[src/rtl/adc_pkg.sv]
// rtl/adc_pkg.sv - shared defaults and result-entry layout for the ADC averaging decimator
package adc_pkg;

    localparam int ADC_DW         = 24;
    localparam int ADC_LOG2_MAX   = 4;
    localparam int ADC_FIFO_DEPTH = 4;

    // FIFO entry layout: channel tag above the averaged sample
    typedef struct packed {
        logic              ch;
        logic [ADC_DW-1:0] data;
    } adc_res_t;

endpackage

[src/rtl/adc_res_fifo.sv]
// rtl/adc_res_fifo.sv - synchronous result FIFO with flush; push while full succeeds only alongside a pop
module adc_res_fifo #(
    parameter int W     = 25,
    parameter int DEPTH = 4
) (
    input  logic         clk,
    input  logic         rst_l,
    input  logic         flush,
    input  logic         push,
    input  logic [W-1:0] push_data,
    input  logic         pop,
    output logic [W-1:0] head,
    output logic         full,
    output logic         empty
);

    localparam int PW   = (DEPTH > 1) ? $clog2(DEPTH) : 1;
    localparam int CNTW = $clog2(DEPTH + 1);

    logic [W-1:0]    mem [DEPTH];
    logic [PW-1:0]   wr_ptr_q;
    logic [PW-1:0]   rd_ptr_q;
    logic [CNTW-1:0] count_q;
    logic            do_push;
    logic            do_pop;

    function automatic logic [PW-1:0] bump(input logic [PW-1:0] p);
        return (p == PW'(DEPTH - 1)) ? '0 : p + PW'(1);
    endfunction

    always_comb begin
        full    = (count_q == CNTW'(DEPTH));
        empty   = (count_q == '0);
        do_pop  = pop && !empty;
        do_push = push && (!full || do_pop);
        head    = mem[rd_ptr_q];
    end

    always_ff @(posedge clk or negedge rst_l) begin
        if (!rst_l) begin
            wr_ptr_q <= '0;
            rd_ptr_q <= '0;
            count_q  <= '0;
        end else if (flush) begin
            wr_ptr_q <= '0;
            rd_ptr_q <= '0;
            count_q  <= '0;
        end else begin
            if (do_push) wr_ptr_q <= bump(wr_ptr_q);
            if (do_pop)  rd_ptr_q <= bump(rd_ptr_q);
            if (do_push && !do_pop)      count_q <= count_q + CNTW'(1);
            else if (do_pop && !do_push) count_q <= count_q - CNTW'(1);
        end
    end

    // Storage needs no reset: entries are only visible behind a valid count
    always_ff @(posedge clk) begin
        if (do_push && !flush) mem[wr_ptr_q] <= push_data;
    end

endmodule

[src/rtl/adc_avg_decim.sv]
// rtl/adc_avg_decim.sv - two-channel power-of-two averaging decimator with result FIFO
module adc_avg_decim
    import adc_pkg::*;
#(
    parameter int DW         = ADC_DW,
    parameter int LOG2_MAX   = ADC_LOG2_MAX,
    parameter int FIFO_DEPTH = ADC_FIFO_DEPTH
) (
    input  logic          clk,
    input  logic          rst_l,
    input  logic [DW-1:0] data_i,
    input  logic          channel_i,
    input  logic          rd_en_i,
    input  logic [2:0]    avg_log2,
    input  logic          clear,
    output logic [DW-1:0] data_o,
    output logic          ch_o,
    output logic          valid_o,
    input  logic          ready_i,
    output logic          overflow_o
);

    localparam int AW = DW + LOG2_MAX;
    localparam int CW = LOG2_MAX + 1;

    logic signed [AW-1:0] acc_q [2];
    logic [CW-1:0]        cnt_q [2];
    logic [2:0]           n_q;
    logic                 cfg_load_q;
    logic                 s1_valid_q;
    logic                 s1_ch_q;
    logic [DW-1:0]        s1_data_q;
    logic                 overflow_q;

    logic [2:0]           n_req;
    logic [2:0]           n_eff;
    logic signed [AW-1:0] sample_ext;
    logic signed [AW-1:0] sum;
    logic [DW-1:0]        avg;
    logic [CW-1:0]        cnt_next;
    logic                 last;

    logic [DW:0]          fifo_head;
    logic                 fifo_full;
    logic                 fifo_empty;
    logic                 fifo_pop;

    // cfg_load_q marks the first cycle after reset release, where n comes straight from avg_log2
    always_comb begin
        n_req      = (int'(avg_log2) > LOG2_MAX) ? 3'(LOG2_MAX) : avg_log2;
        n_eff      = cfg_load_q ? n_req : n_q;
        sample_ext = {{LOG2_MAX{data_i[DW-1]}}, data_i};
        sum        = acc_q[channel_i] + sample_ext;
        cnt_next   = cnt_q[channel_i] + CW'(1);
        last       = (cnt_next == (CW'(1) << n_eff));
        avg        = DW'(sum >>> n_eff);
    end

    always_ff @(posedge clk or negedge rst_l) begin
        if (!rst_l) begin
            acc_q[0]   <= '0;
            acc_q[1]   <= '0;
            cnt_q[0]   <= '0;
            cnt_q[1]   <= '0;
            n_q        <= '0;
            cfg_load_q <= 1'b1;
            s1_valid_q <= 1'b0;
            s1_ch_q    <= 1'b0;
            s1_data_q  <= '0;
            overflow_q <= 1'b0;
        end else begin
            cfg_load_q <= 1'b0;
            if (clear || cfg_load_q) n_q <= n_req;
            if (clear) begin
                acc_q[0]   <= '0;
                acc_q[1]   <= '0;
                cnt_q[0]   <= '0;
                cnt_q[1]   <= '0;
                s1_valid_q <= 1'b0;
                s1_ch_q    <= 1'b0;
                s1_data_q  <= '0;
                overflow_q <= 1'b0;
            end else begin
                s1_valid_q <= 1'b0;
                if (rd_en_i) begin
                    if (last) begin
                        acc_q[channel_i] <= '0;
                        cnt_q[channel_i] <= '0;
                        s1_valid_q       <= 1'b1;
                        s1_ch_q          <= channel_i;
                        s1_data_q        <= avg;
                    end else begin
                        acc_q[channel_i] <= sum;
                        cnt_q[channel_i] <= cnt_next;
                    end
                end
                if (s1_valid_q && fifo_full && !fifo_pop) overflow_q <= 1'b1;
            end
        end
    end

    adc_res_fifo #(
        .W     (DW + 1),
        .DEPTH (FIFO_DEPTH)
    ) u_fifo (
        .clk       (clk),
        .rst_l     (rst_l),
        .flush     (clear),
        .push      (s1_valid_q),
        .push_data ({s1_ch_q, s1_data_q}),
        .pop       (fifo_pop),
        .head      (fifo_head),
        .full      (fifo_full),
        .empty     (fifo_empty)
    );

    assign valid_o    = !fifo_empty;
    assign fifo_pop   = valid_o && ready_i;
    assign data_o     = valid_o ? fifo_head[DW-1:0] : '0;
    assign ch_o       = valid_o ? fifo_head[DW] : 1'b0;
    assign overflow_o = overflow_q;

endmodule

[config.mk]
export PLATFORM = sky130hd
export DESIGN_NAME = adc_avg_decim
export DESIGN_NICKNAME = d
export VERILOG_FILES = /design/src/rtl/adc_pkg.sv /design/src/rtl/adc_res_fifo.sv /design/src/rtl/adc_avg_decim.sv
export SDC_FILE = /design/constraint.sdc
export NUM_CORES = 1
export LEC_CHECK = 0
export ABC_CLOCK_PERIOD_IN_PS = 4600
export BUFFER_PORTS_ARGS = -buffer_cell sky130_fd_sc_hd__buf_4
export CORE_UTILIZATION = 60
export DETAILED_ROUTE_END_ITERATION = 10
export PLACE_DENSITY = 0.79
export SLEW_MARGIN = 20
export SYNTH_ARGS = -nofsm -noshare
export SYNTH_HDL_FRONTEND = slang
export SYNTH_SLANG_ARGS = --single-unit
[constraint.sdc]
create_clock -name clk -period 4.6 [get_ports clk]
set_input_delay 0.92 -clock clk [delete_from_list [all_inputs] [get_ports clk]]
set_output_delay 0.92 -clock clk [all_outputs]
set_load 0.01 [all_outputs]
# Word-level counts from Yosys, hierarchy flattened
# Memories as Yosys holds them, arrays and structs flattened.
# Index checks and enable logic that the tools add are counted.
# Widths: inputs -> output; s select.
# totals
reg_bits,104
ramBits,100
inputBits,33
out_inout_bits,27
memories,1
# op_classes
n_reduce_logical,25
add_sub_neg,6
n_bitwise,5
shifts,2
n_eq_ne,4
n_mux,44
n_lt_le_gt_ge,3
# mem_list
memory,words,word_bits,read_ports,rd_ports_with_merged_regs,wr,line_no,rtl
u_fifo.mem,4,25,1,0,1,adc_res_fifo.sv:20,logic [W-1:0] mem [DEPTH];
# ops
op,count
$mux 56,3
$mux 28,4
$mux 24,4
$and 56x56->56,1
$bwmux 56,1
$not 56->56,1
$mux 10,3
$add 28x24->28,1
$demux 28 s1,1
$sshr 28x3->24,1
$mux 5,4
$mux 3,5
$mux 2,6
$mux 1,11
$and 10x10->10,1
$bwmux 10,1
$not 10->10,1
$reduce_bool 2->1,5
$logic_and 1x1->1,9
$logic_not 1->1,6
$add 5x1->5 const B,1
$demux 5 s1,1
$eq 5x5->1,1
$shl 1x3->5 const A,1
other kinds (13),16

# Depth between registers and ports, before layout
# Gate-level depths: netlist of the first run.
# logic_depth
word_depth,11
ltp_mapped,15

# Modules after synthesis
# A second synthesis of the first run with hierarchy kept.
# hier_totals
hier_cells,1061
hier_area_um2,11352.1
# modules_own_cells
mod,area_per_inst_um2,instances,cells_per_inst
adc_avg_decim,7257.0,1,879
adc_res_fifo,4095.2,1,182

# Worst setup path before layout of the first run
# No wires, ideal clock.
# synth_timing
kind,input to register
start,input port channel_i
end,register s1_data_q[16]
setup_slack_ps,31
path_buffers,2
arrival_time_ps,4447
path_stages,14
required_time_ps,4478
setup_time_ps,122
path_cell_list,buf_2 buf_1 mux2_2 ha_1 fa_1 a21o_1 a221oi_4 o211ai_2 a311o_1 a21oi_4 xor2_2 nor2_1 a2111o_1 a32o_1
# synth_between
elab_chain_len,9
word_cells_on_any_way,16
classes_between,add/sub: 2; eq/ne: 1; shift: 1; mux: 9; bitwise: 1; reduce/logical: 2
# synth_rtl
element,line_no,rtl
start: declaration,adc_avg_decim.sv:12,"input logic channel_i,"
$not 1->2 (not written as such) *,"adc_avg_decim.sv:53, adc_avg_decim.sv:54",
$mux 28 (not written as such) (3 in a row),adc_avg_decim.sv:53,sum = acc_q[channel_i] + sample_ext;
$add 28x24->28,adc_avg_decim.sv:53,
$sshr 28x3->24,adc_avg_decim.sv:56,avg = DW'(sum >>> n_eff);
$mux 24,adc_avg_decim.sv:86,if (last) begin
$mux 24,adc_avg_decim.sv:85,if (rd_en_i) begin
$mux 24,adc_avg_decim.sv:74,if (clear) begin
end signal: assignment,adc_avg_decim.sv:91,s1_data_q <= avg;
end: declaration,adc_avg_decim.sv:32,logic [DW-1:0] s1_data_q;
# Mark *: on every way between the ends. The rest lies on a longest branch, timed or not. The select of a mux whose other input is x is not followed.
# A chain may end at the register's enable or synchronous reset.

# Final worst setup path of the first run
# layout_timing
start,input port channel_i
end,register s1_data_q[21]
# The elaborated chain is that of the path after synthesis.

==> out/metrics.cfg, run 1 <==
[global_routing]
grt_pass1_wl_um = 41200
grt_pass1_vias = 7726
antenna_found_initial = 0
track_usage = 0.288
grt-ovfl-total = 0
grt_max_degree = 61

[synthesis]
synthFlopType = dfrtp_1
synth-seq-cells = 204
synth_edf_count = 100
yosysUniqueCellTypes = 79
synth_seq_area_share = 0.516
synth-async-reset-ratio = 0.510
ys_warn_count = 0
synthCells = 949
synthesis.nets = 1016
syn_area_um2 = 10900
avgSynthCellArea_um2 = 11.5

[critical_path]
worstReg2RegEnd = s1_data_q[20]
end_kind = flop
cpMaxStageDelayCell = xnor2_1
r2r_cells = 12
crit_buf_inv = 2
arrival_ns = 4.46
cp_cell_sequence = buf_4, buf_4, mux2_2, ha_1, nand4_1, nor3_1, nand3_1, a21boi_1, o31ai_1, xnor2_1, mux2i_1, a211oi_1, a211o_1
crit_top_cell = buf_4
cp.depth = 13
crit_family = compound AO/OA/AOI/OAI gates
cp-start-kind = input pin
required_ns = 5.03
endpoint = s1_data_q[21]
startpoint = channel_i
max_stage_delay_ns = 0.53
rrSetupSlack_ns = 0.94
crit_type = input pin to flop
critPathMaxFanout = 11
r2r_start = acc_q[0]

[pwr]
power_frac_clock = 0.366
finalPower_w = 0.00477
p_int_w = 0.00343
pwr-share-seq = 0.432
p_sw_frac = 0.282
p_leak_nw = 5.25
powerDensity_nw_per_um2 = 385
ir_drop_v = 0.000317
switchingPower_w = 0.00134
power_frac_comb = 0.202

[clock_tree]
cts-buffers-inserted = 22
clock_tree.root_cell = clkbuf_16
hold_buffers = 0
clk_pin_slew_ns = 0.06
clkLatencyLatePin_ns = 0.50
clk_path_buf_depth = 3
cts-resized-gates = 0
clock_sinks = 204
cts_setup_buffers = 0
htree_levels = 1
cts_tree = done

[routing]
dr.pass1.iters = 5
via_per_inst = 6.44
wirelength_um = 25800
wl_per_cell_um = 20.6
ant_nets = 0
drc = 0
num_vias = 8056
drt_iter0_markers = 958

[placed_design]
port_buffers = 59
dpl_worst_slack_ns = 0.182
dp_hpwl_um = 17700
dp_cells = 1210
place.gp.congestion = 0.927

[sta]
slew_headroom = 0.402
tns_ns = 0
worstMarginPinSlew_ns = 0.897
fin_crit_ns = 4.03
skew_ns = 0.0106
finalHoldViolCount = 0
max_freq_mhz = 248
fin_ws_ns = 0.571
rsz0062_at_grt = false
setup_viol = 0
slew_viol_final = 0
post-route-period-util = 0.876

[floorplanning]
die_area_um2 = 18700
ios = 60
core_area_um2 = 17500
die_w_um = 137
rows = 48
die_h_um = 137
initial_core_util = 0.622

[min_path]
hold_class = flop to flop

[final_layout]
drive_gt1_frac = 0.204
mostFrequentLayoutCell = nand2_1
final_cell_mix = nand2_1, dfrtp_1, edfxtp_1
n_antenna_cell = 0
areaGrowthSynthToFinish_pct = 13.8
final_util = 0.708
fin_cells = 1250
nets = 1076

[run_status]
outcome = completed

[job]
drv_cap = 0

[sequential cells by signal (all words and copies together) (netlist names)]
register,flops
u_fifo.mem,100
acc_q,56
s1_data_q,24
cnt_q,10
n_q,3
u_fifo.count_q,3
u_fifo.rd_ptr_q,2
u_fifo.wr_ptr_q,2
cfg_load_q,1
overflow_o,1
s1_ch_q,1
s1_valid_q,1
[power groups by stage]
stage               Clock (W)  Sequential, W  Combinational [W]
global placement            0        0.00209           0.000929
detailed placement          0        0.00209           0.000941
floorplan                   0        0.00206           0.000654
global route          0.00183        0.00207            0.00104
finish                0.00175        0.00206           0.000961
CTS                   0.00176        0.00206           0.000947
[final cells by class]
cell class / count / area, µm²
tap: 225 / 282
sequential: 204 / 5610
fill: 1206 / 5110
inverter: 15 / 56.3
timing repair buffer: 95 / 751
clock inverter: 9 / 93.8
clock buffer: 31 / 616
multi-input combinational: 671 / 4960
[per-stage QoR]
stage | hold WS [ns] | instance area [µm²]
floorplan | 0.444 | 10900
detailed placement | 0.476 | 11700
finish | 0.481 | 12400
global placement | 0.461 | 11700
global route | 0.511 | 12400
CTS | 0.488 | 12400
[cells by family after synthesis]
| group | after synthesis | share of synthesized area |
|---|---|---|
| buffers and inverters | 74 | 0.0280 |
| flip-flops | 204 | 0.516 |
| XOR/XNOR | 33 | 0.0273 |
| other | 1 | 0.000345 |
| multiplexers | 81 | 0.107 |
| AO/OA/AOI/OAI | 247 | 0.161 |
| AND/OR/NAND/NOR | 275 | 0.120 |
| adder cells (fa/ha/maj) | 34 | 0.0405 |
[worst min-delay path: stages (launching register included)]
cell	delay, ns
dfrtp_1	0.34
nand2_1	0.05
o21ai_0	0.06
[layer usage]
metal | up-vias | track usage | part of all wire
met2 | 329 | 0.477 | 0.48
met3 | 46 | 0.0367 | 0.067
met4 | 0 | 0.0815 | 0.024
met1 | 3985 | 0.399 | 0.43
li1 | 3696 | - | -
met5 | - | 0 | 0
[how the worst min path moves through the flow]
stage,start,end,slack (ns),depth (start not counted)
after floorplan,acc_q[11],acc_q[11],0.44,2
after global placement,cnt_q[1],cnt_q[1],0.46,2
after detailed placement,n_q[1],n_q[1],0.48,2
after CTS,acc_q[11],acc_q[11],0.49,2
after global routing,acc_q[1],acc_q[1],0.51,1
final,n_q[1],n_q[1],0.48,2
[synthesized netlist by cell type (3+ instances only)]
cell,n,area share
mux2_2,35,0.036
nand3_1,37,0.017
dfrtp_1,103,0.24
o211ai_1,11,0.0076
xor2_1,8,0.0064
a211oi_1,10,0.0069
a221o_1,4,0.0037
buf_1,10,0.0035
o21a_1,8,0.0055
o221ai_1,12,0.0097
o21ai_0,38,0.017
and2_1,34,0.020
a21oi_1,70,0.032
edfxtp_1,100,0.28
xnor2_1,24,0.019
ha_1,32,0.037
a22oi_1,8,0.0055
mux2i_1,21,0.019
inv_1,13,0.0045
buf_2,15,0.0069
nor2_1,43,0.015
nand3b_1,3,0.0021
a21o_1,6,0.0041
nand2b_1,7,0.0040
nor3_1,9,0.0041
nand4_1,5,0.0029
a22o_1,33,0.027
and3_1,5,0.0029
nand2_1,115,0.040
o21bai_1,6,0.0041
a32o_1,4,0.0037
a211o_1,3,0.0024
mux4_2,25,0.052
or3_1,3,0.0017
clkbuf_1,33,0.011
Power figures use the tool's default switching activity.
==> run 2, diff against run 1 <==
ABC_CLOCK_PERIOD_IN_PS = 3600   (was 4600)
CORE_UTILIZATION = 56   (was 60)
PLACE_DENSITY = 0.77   (was 0.79)
clock period = 3.6 ns   (was 4.6 ns; I/O delays follow)
==> run 2 against run 1 <==
  * Count of clock-buffer cells in the layout shrank 5
  * Die area increased by 7.0%
  * Worst setup slack worse by 0.42 ns
  * Routed wire length increased by 4.3%
  * Total power rose by 35%
  * Critical path depth increased by 1
==> out/metrics.cfg, run 2 (synthesis gave the netlist of run 1 again) <==
[pwr]
powerDensity_nw_per_um2 = 475  ; was 385 nW/µm²
p_leak_nw = 5.93  ; was 5.25 nW
power_frac_comb = 0.241  ; was 0.202
switchingPower_w = 0.00182  ; was 0.00134 W
pwr-share-seq = 0.405  ; was 0.432
ir_drop_v = 0.000326  ; was 0.000317 V
power_frac_clock = 0.354  ; was 0.366
p_int_w = 0.00464  ; was 0.00343 W
p_sw_frac = 0.282  ; about the same

[final_layout]
largest_registers = u_fifo.mem x100, acc_q x56, s1_data_q x24  ; unchanged
fin_cells = 1411  ; was 1250
nets = 1202  ; was 1076
drive_gt1_frac = 0.312  ; was 0.204
largest_register = u_fifo.mem  ; unchanged
fillers = 1342  ; was 1206
design_area_um2 = 13600  ; was 12400 µm²
areaGrowthSynthToFinish_pct = 25.1  ; was 13.8%
largest_reg_flops = 100  ; unchanged
n_antenna_cell = 0  ; unchanged
mostFrequentLayoutCell = buf_4  ; was nand2_1
final_cell_mix = buf_4, nand2_1, dfrtp_1  ; was nand2_1, dfrtp_1, edfxtp_1

[critical_path]
critPathMaxFanout = 10  ; was 11
arrival_ns = 3.83  ; was 4.46 ns
required_ns = 3.98  ; was 5.03 ns
end_kind = flop  ; unchanged
worstReg2RegEnd = s1_data_q[19]  ; was s1_data_q[20]
cp-start-kind = input pin  ; unchanged
r2r_start = acc_q[28]  ; was acc_q[0]
crit_type = input pin to flop  ; unchanged
r2r_cells = 12  ; unchanged
startpoint = channel_i  ; unchanged
rrSetupSlack_ns = 0.21  ; was 0.94 ns

[clock_tree]
htree_levels = 1  ; unchanged
cts_tree = done  ; unchanged
clkLatencyLatePin_ns = 0.52  ; was 0.50 ns
clk_pin_slew_ns = 0.06  ; about the same
clock_sinks = 204  ; unchanged
clock_tree.root_cell = clkbuf_16  ; unchanged
hold_buffers = 0  ; unchanged
cts-buffers-inserted = 22  ; unchanged
clk_path_buf_depth = 3  ; unchanged

[floorplanning]
die_h_um = 141  ; was 137 µm
initial_core_util = 0.575  ; was 0.622
rows = 50  ; was 48
die_area_um2 = 20000  ; was 18700 µm²
ios = 60  ; unchanged
die_w_um = 141  ; was 137 µm
core_area_um2 = 18900  ; was 17500 µm²

[sta]
slew_viol_final = 0  ; unchanged
fin_crit_ns = 3.45
tns_ns = 0  ; unchanged
worstMarginPinSlew_ns = 0.633  ; was 0.897 ns
fin_ws_ns = 0.154  ; was 0.571 ns
setup_viol = 0  ; unchanged
finalHoldViolCount = 0  ; unchanged
slew_headroom = 0.566  ; was 0.402
max_freq_mhz = 290
skew_ns = 0.0255  ; was 0.0106 ns
post-route-period-util = 0.957

[placed_design]
dp_hpwl_um = 19100  ; was 17700 µm
dpl_worst_slack_ns = -0.431  ; was 0.182 ns
dp_cells = 1370  ; was 1210
place.gp.congestion = 0.902  ; was 0.927
port_buffers = 59  ; unchanged
placed_area_um2 = 12800  ; was 11700 µm²

[routing]
dr.pass1.iters = 5  ; unchanged
wl_per_cell_um = 19.1  ; was 20.6 µm
drc = 0  ; unchanged
ant_nets = 0  ; unchanged
num_vias = 8409  ; was 8056
via_per_inst = 5.96  ; was 6.44
drt_iter0_markers = 561  ; was 958
wirelength_um = 26900  ; was 25800 µm

[global_routing]
grt_pass1_wl_um = 43900  ; was 41200 µm
grt_pass1_vias = 8366  ; was 7726
antenna_found_initial = 0  ; unchanged
track_usage = 0.280  ; was 0.288
grt-ovfl-total = 0  ; unchanged
grt_max_degree = 62  ; was 61

[job]
drv_cap = 0  ; unchanged

[min_path]
hold_class = input pin to asynchronous set/reset pin  ; was flop to flop

[run_status]
outcome = completed  ; unchanged

-- run 2: cell count changes in the layout (fill, tap and decap cells not counted), sizes merged --
cell,before,now
buf,95,221
clkbuf,31,26
clkinv,7,9
clkinvlp,0,2
bufinv,2,3
-- run 2: cell type report --
class | count | area (µm²) | area share
Sequential cell | 204 | 5610 | 0.412
Clock buffer | 26 | 576 | 0.0423
Tap cell | 260 | 325 | 0.0239
Timing Repair Buffer | 221 | 1750 | 0.129
Multi-Input combinational cell | 671 | 5120 | 0.376
Inverter | 15 | 56.3 | 0.00414
Clock inverter | 14 | 161 | 0.0119
-- run 2: power by group through the flow --
stage,Clock [W],Combinational (W),Sequential [W]
after global routing,0.00242,0.00168,0.00263
after CTS,0.00232,0.00151,0.00262
final,0.00229,0.00156,0.00262
after detailed placement,0,0.00149,0.00266
after floorplan,0,0.000857,0.00263
after global placement,0,0.00146,0.00265
-- run 2: critical path: stages --
cell,delay [ns]
buf_4,0.13
buf_6,0.17
buf_4,0.15
mux2_2,0.34
ha_1,0.35
o21a_1,0.15
o21a_1,0.18
and2_1,0.16
a311o_1,0.42
a21oi_4,0.18
xor2_2,0.20
o221ai_1,0.19
a32o_1,0.30
a31o_1,0.20
-- run 2: worst max-delay path by stage --
stage | endpoint | slack, ns | cells past startpoint
4_1_cts | s1_data_q[22] | 0.02 | 12
6_report | s1_data_q[19] | 0.15 | 14
5_1_grt | s1_data_q[19] | -0.004 | 14
2_1_floorplan | s1_data_q[20] | -0.43 | 14
3_5_place_dp | s1_data_q[20] | -0.43 | 13
3_3_place_gp | s1_data_q[17] | -0.40 | 14
-- run 2: routing by layer --
layer  up-vias  global-route usage  share of wire
li1       3945                   -              -
met4         0              0.0818          0.024
met5         -                   0              0
met3        55              0.0321          0.043
met2       234               0.492           0.51
met1      4175               0.367           0.43
-- run 2: metrics by stage --
stage / hold slack (ns) / utilization / total power (W)
floorplan: 0.424 / - / 0.00349
global placement: 0.465 / 0.675 / 0.00412
detailed placement: 0.469 / 0.675 / 0.00415
CTS: 0.239 / 0.714 / 0.00644
global route: 0.271 / 0.720 / 0.00673
finish: 0.213 / 0.720 / 0.00646
-- run 2: repair_timing --
| item | CTS | global route |
|---|---|---|
| resized for setup | 0 | 20 |
| buffers inserted | 0 | 1 |
| setup endpoints to repair | 0 | 18 |
==> run 3, diff against run 2 <==
ABC_AREA = 1   (was not set)
==> run 3 against run 2 <==
  * Flip-flop and latch count unchanged
  * First-iteration DRC count increased by 54%
  * Cell count increased by 39%
  * Final area decreased by 0.34%
  * Synthesized cell count increased by 70%
  * Clock power decreased by 5%
  * Highest routed layer unchanged
==> out/metrics.cfg, run 3 <==
[run_status]
outcome = completed  ; unchanged

[final_layout]
nets = 1735  ; was 1202
final_cell_mix = nand2_1, inv_1, nand3_1  ; was buf_4, nand2_1, dfrtp_1
largest_registers = u_fifo.mem x100, acc_q x56, s1_data_q x24  ; unchanged
drive_gt1_frac = 0.0927  ; was 0.312
final_util = 0.645  ; was 0.720
mostFrequentLayoutCell = nand2_1  ; was buf_4
largest_register = u_fifo.mem  ; unchanged
fillers = 1838  ; was 1342
areaGrowthSynthToFinish_pct = 13.2  ; was 25.1%
largest_reg_flops = 100  ; unchanged
n_antenna_cell = 0  ; unchanged

[clock_tree]
clk_path_buf_depth = 3  ; unchanged
cts_setup_buffers = 0  ; unchanged
cts_tree = done  ; unchanged
htree_levels = 1  ; unchanged
clkLatencyLatePin_ns = 0.51  ; was 0.52 ns
hold_buffers = 0  ; unchanged
clk_pin_slew_ns = 0.06  ; about the same
clock_tree.root_cell = clkbuf_16  ; unchanged
cts-buffers-inserted = 22  ; unchanged
clock_sinks = 204  ; unchanged
cts-resized-gates = 0  ; unchanged

[synthesis]
ys_warn_count = 0  ; unchanged
synth-seq-cells = 204  ; unchanged
synthFlopType = dfrtp_1  ; unchanged
synth_area_leaders = edfxtp_1, dfrtp_1, nand2_1  ; was edfxtp_1, dfrtp_1, mux4_2
synthCells = 1612  ; was 949
synth-async-reset-ratio = 0.510  ; unchanged
synth_edf_count = 100  ; unchanged
syn_area_um2 = 12000  ; was 10900 µm²
synth_top_cell_area_share = 0.251  ; was 0.276
synth_seq_area_share = 0.468  ; was 0.516
yosysUniqueCellTypes = 40  ; was 79
yosys-top-cells-count = nand2_1, inv_1, nand3_1, nor2_1, o21ai_0  ; was nand2_1, dfrtp_1, edfxtp_1, a21oi_1, nor2_1
yosysMostFrequentCell = nand2_1  ; unchanged
synthesis.nets = 1679  ; was 1016
yosysTopAreaCell = edfxtp_1  ; unchanged
avgSynthCellArea_um2 = 7.43  ; was 11.5 µm²

[sta]
rsz0062_at_grt = false
finalHoldViolCount = 0  ; unchanged
tns_ns = 0  ; unchanged
slew_viol_final = 0  ; unchanged
slew_headroom = 0.571  ; was 0.566
post-route-period-util = 0.874  ; was 0.957
skew_ns = 0.0136  ; was 0.0255 ns
worstMarginPinSlew_ns = 0.643  ; was 0.633 ns
max_freq_mhz = 318  ; was 290 MHz
setup_viol = 0  ; unchanged
fin_crit_ns = 3.15  ; was 3.45 ns

[global_routing]
grt-ovfl-total = 0  ; unchanged
grt_max_degree = 105  ; was 62
track_usage = 0.288  ; was 0.280
antenna_found_initial = 0  ; unchanged
grt_pass1_wl_um = 50200  ; was 43900 µm
grt_pass1_vias = 10000  ; was 8366

[job]
drv_cap = 0  ; unchanged

[critical_path]
cp-start-kind = input pin  ; unchanged
cp_cell_sequence = buf_4, buf_12, nand2_1, o21ai_0, ha_1, nand2_1, nor2_1, nand3_1, nand3_1, nand2_1, nand3_1, nand2_1, nand3_1, nand2_1, nand2_1, nand3_1, nand3_1, nand2_1  ; was buf_4, buf_6, buf_4, mux2_2, ha_1, o21a_1, o21a_1, and2_1, a311o_1, a21oi_4, xor2_2, o221ai_1, a32o_1, a31o_1
arrival_ns = 3.53  ; was 3.83 ns
end_kind = flop  ; unchanged
crit_type = input pin to flop  ; unchanged
required_ns = 3.99  ; was 3.98 ns
crit_top_cell = nand2_1
cpMaxStageDelayCell = ha_1  ; was a311o_1
critPathMaxFanout = 27  ; was 10
r2r_cells = 16  ; was 12
max_stage_delay_ns = 0.40  ; was 0.42 ns

[placed_design]
port_buffers = 59  ; unchanged
dp_hpwl_um = 21700  ; was 19100 µm
place.gp.congestion = 1.02  ; was 0.902

[routing]
ant_nets = 0  ; unchanged
wl_per_cell_um = 15.6  ; was 19.1 µm
wl_met1_um = 13500  ; was 11500 µm
wirelength_um = 30500  ; was 26900 µm
num_vias = 10600  ; was 8409
highest_layer = met4  ; unchanged
drc = 0  ; unchanged
dr.pass1.iters = 5  ; unchanged
route.met3.wl_um = 1900  ; was 1150 µm
wl_met2_um = 14200  ; was 13600 µm
via_per_inst = 5.40  ; was 5.96
drt_iter0_markers = 863  ; was 561

[pwr]
powerDensity_nw_per_um2 = 528  ; was 475 nW/µm²
p_leak_nw = 6.58  ; was 5.93 nW
ir_drop_v = 0.000400  ; was 0.000326 V

[floorplanning]
core_area_um2 = 21000  ; was 18900 µm²
die_w_um = 148  ; was 141 µm
die_area_um2 = 22000  ; was 20000 µm²
die_h_um = 148  ; was 141 µm
initial_core_util = 0.569  ; was 0.575
ios = 60  ; unchanged
rows = 53  ; was 50

[min_path]
hold_class = input pin to asynchronous set/reset pin  ; unchanged

-- run 3: report_power, final --
part           switching (W)  total, W  leakage, nW  internal [W]
registers          0.0000998   0.00270         2.29       0.00260
clock network       0.000931   0.00217        0.331       0.00123
logic                0.00147   0.00229         3.96      0.000817
total                0.00250   0.00715         6.58       0.00465
-- run 3: worst max-delay path: cells and delay by family --
kind                     cells  cell delay, ns
AO/OA/AOI/OAI                1            0.15
adder cells (fa/ha/maj)      1            0.40
buffers and inverters        2            0.40
AND/OR/NAND/NOR             14            1.83
-- run 3: logic make-up after synthesis --
family / synth area share
xor gates and xnor gates: 0.0110
DFF: 0.468
and+or+nand+nor: 0.294
adders and majority gates: 0.0368
other: 0.000313
AOI/OAI and AO/OA: 0.101
buffers and inverters: 0.0888
-- run 3: through the flow --
stage	instances	area, µm²	setup WS [ns]	total power, W	hold WS [ns]
2_1_floorplan	1612	12000	0.361	0.00419	0.424
3_3_place_gp	1919	12800	0.0616	0.00496	0.454
3_5_place_dp	1919	12800	0.0632	0.00500	0.460
4_1_cts	1958	13500	0.561	0.00717	0.292
5_1_grt	1958	13600	0.333	0.00758	0.293
6_report	1958	13600	0.452	0.00715	0.263
-- run 3: layer usage --
layer  up-vias  global-route usage
li1       5283                   -
met1      4911               0.387
met2       327               0.480
met3        60              0.0399
met4         0              0.0990
met5         -                   0
-- run 3: area by class of cell --
cell class | instances | area [µm²] | area share
Clock buffer | 26 | 576 | 0.0425
Clock inverter | 13 | 123 | 0.00905
Inverter | 210 | 788 | 0.0582
Multi-Input combinational cell | 1137 | 5330 | 0.393
Sequential cell | 204 | 5610 | 0.414
Tap cell | 275 | 344 | 0.0254
Timing Repair Buffer | 93 | 786 | 0.0580
-- run 3: final timing paths --
kind	start	slack, ns	endpoint
setup / recovery	channel_i	0.45	s1_data_q[23]
setup reg to reg	acc_q[8]	0.69	s1_data_q[23]
hold / removal	rst_l	0.26	acc_q[31]
min in group clk	acc_q[35]	0.47	acc_q[35]
hold reg to reg	acc_q[35]	0.47	acc_q[35]
max in group asynchronous	rst_l	2.87	acc_q[42]
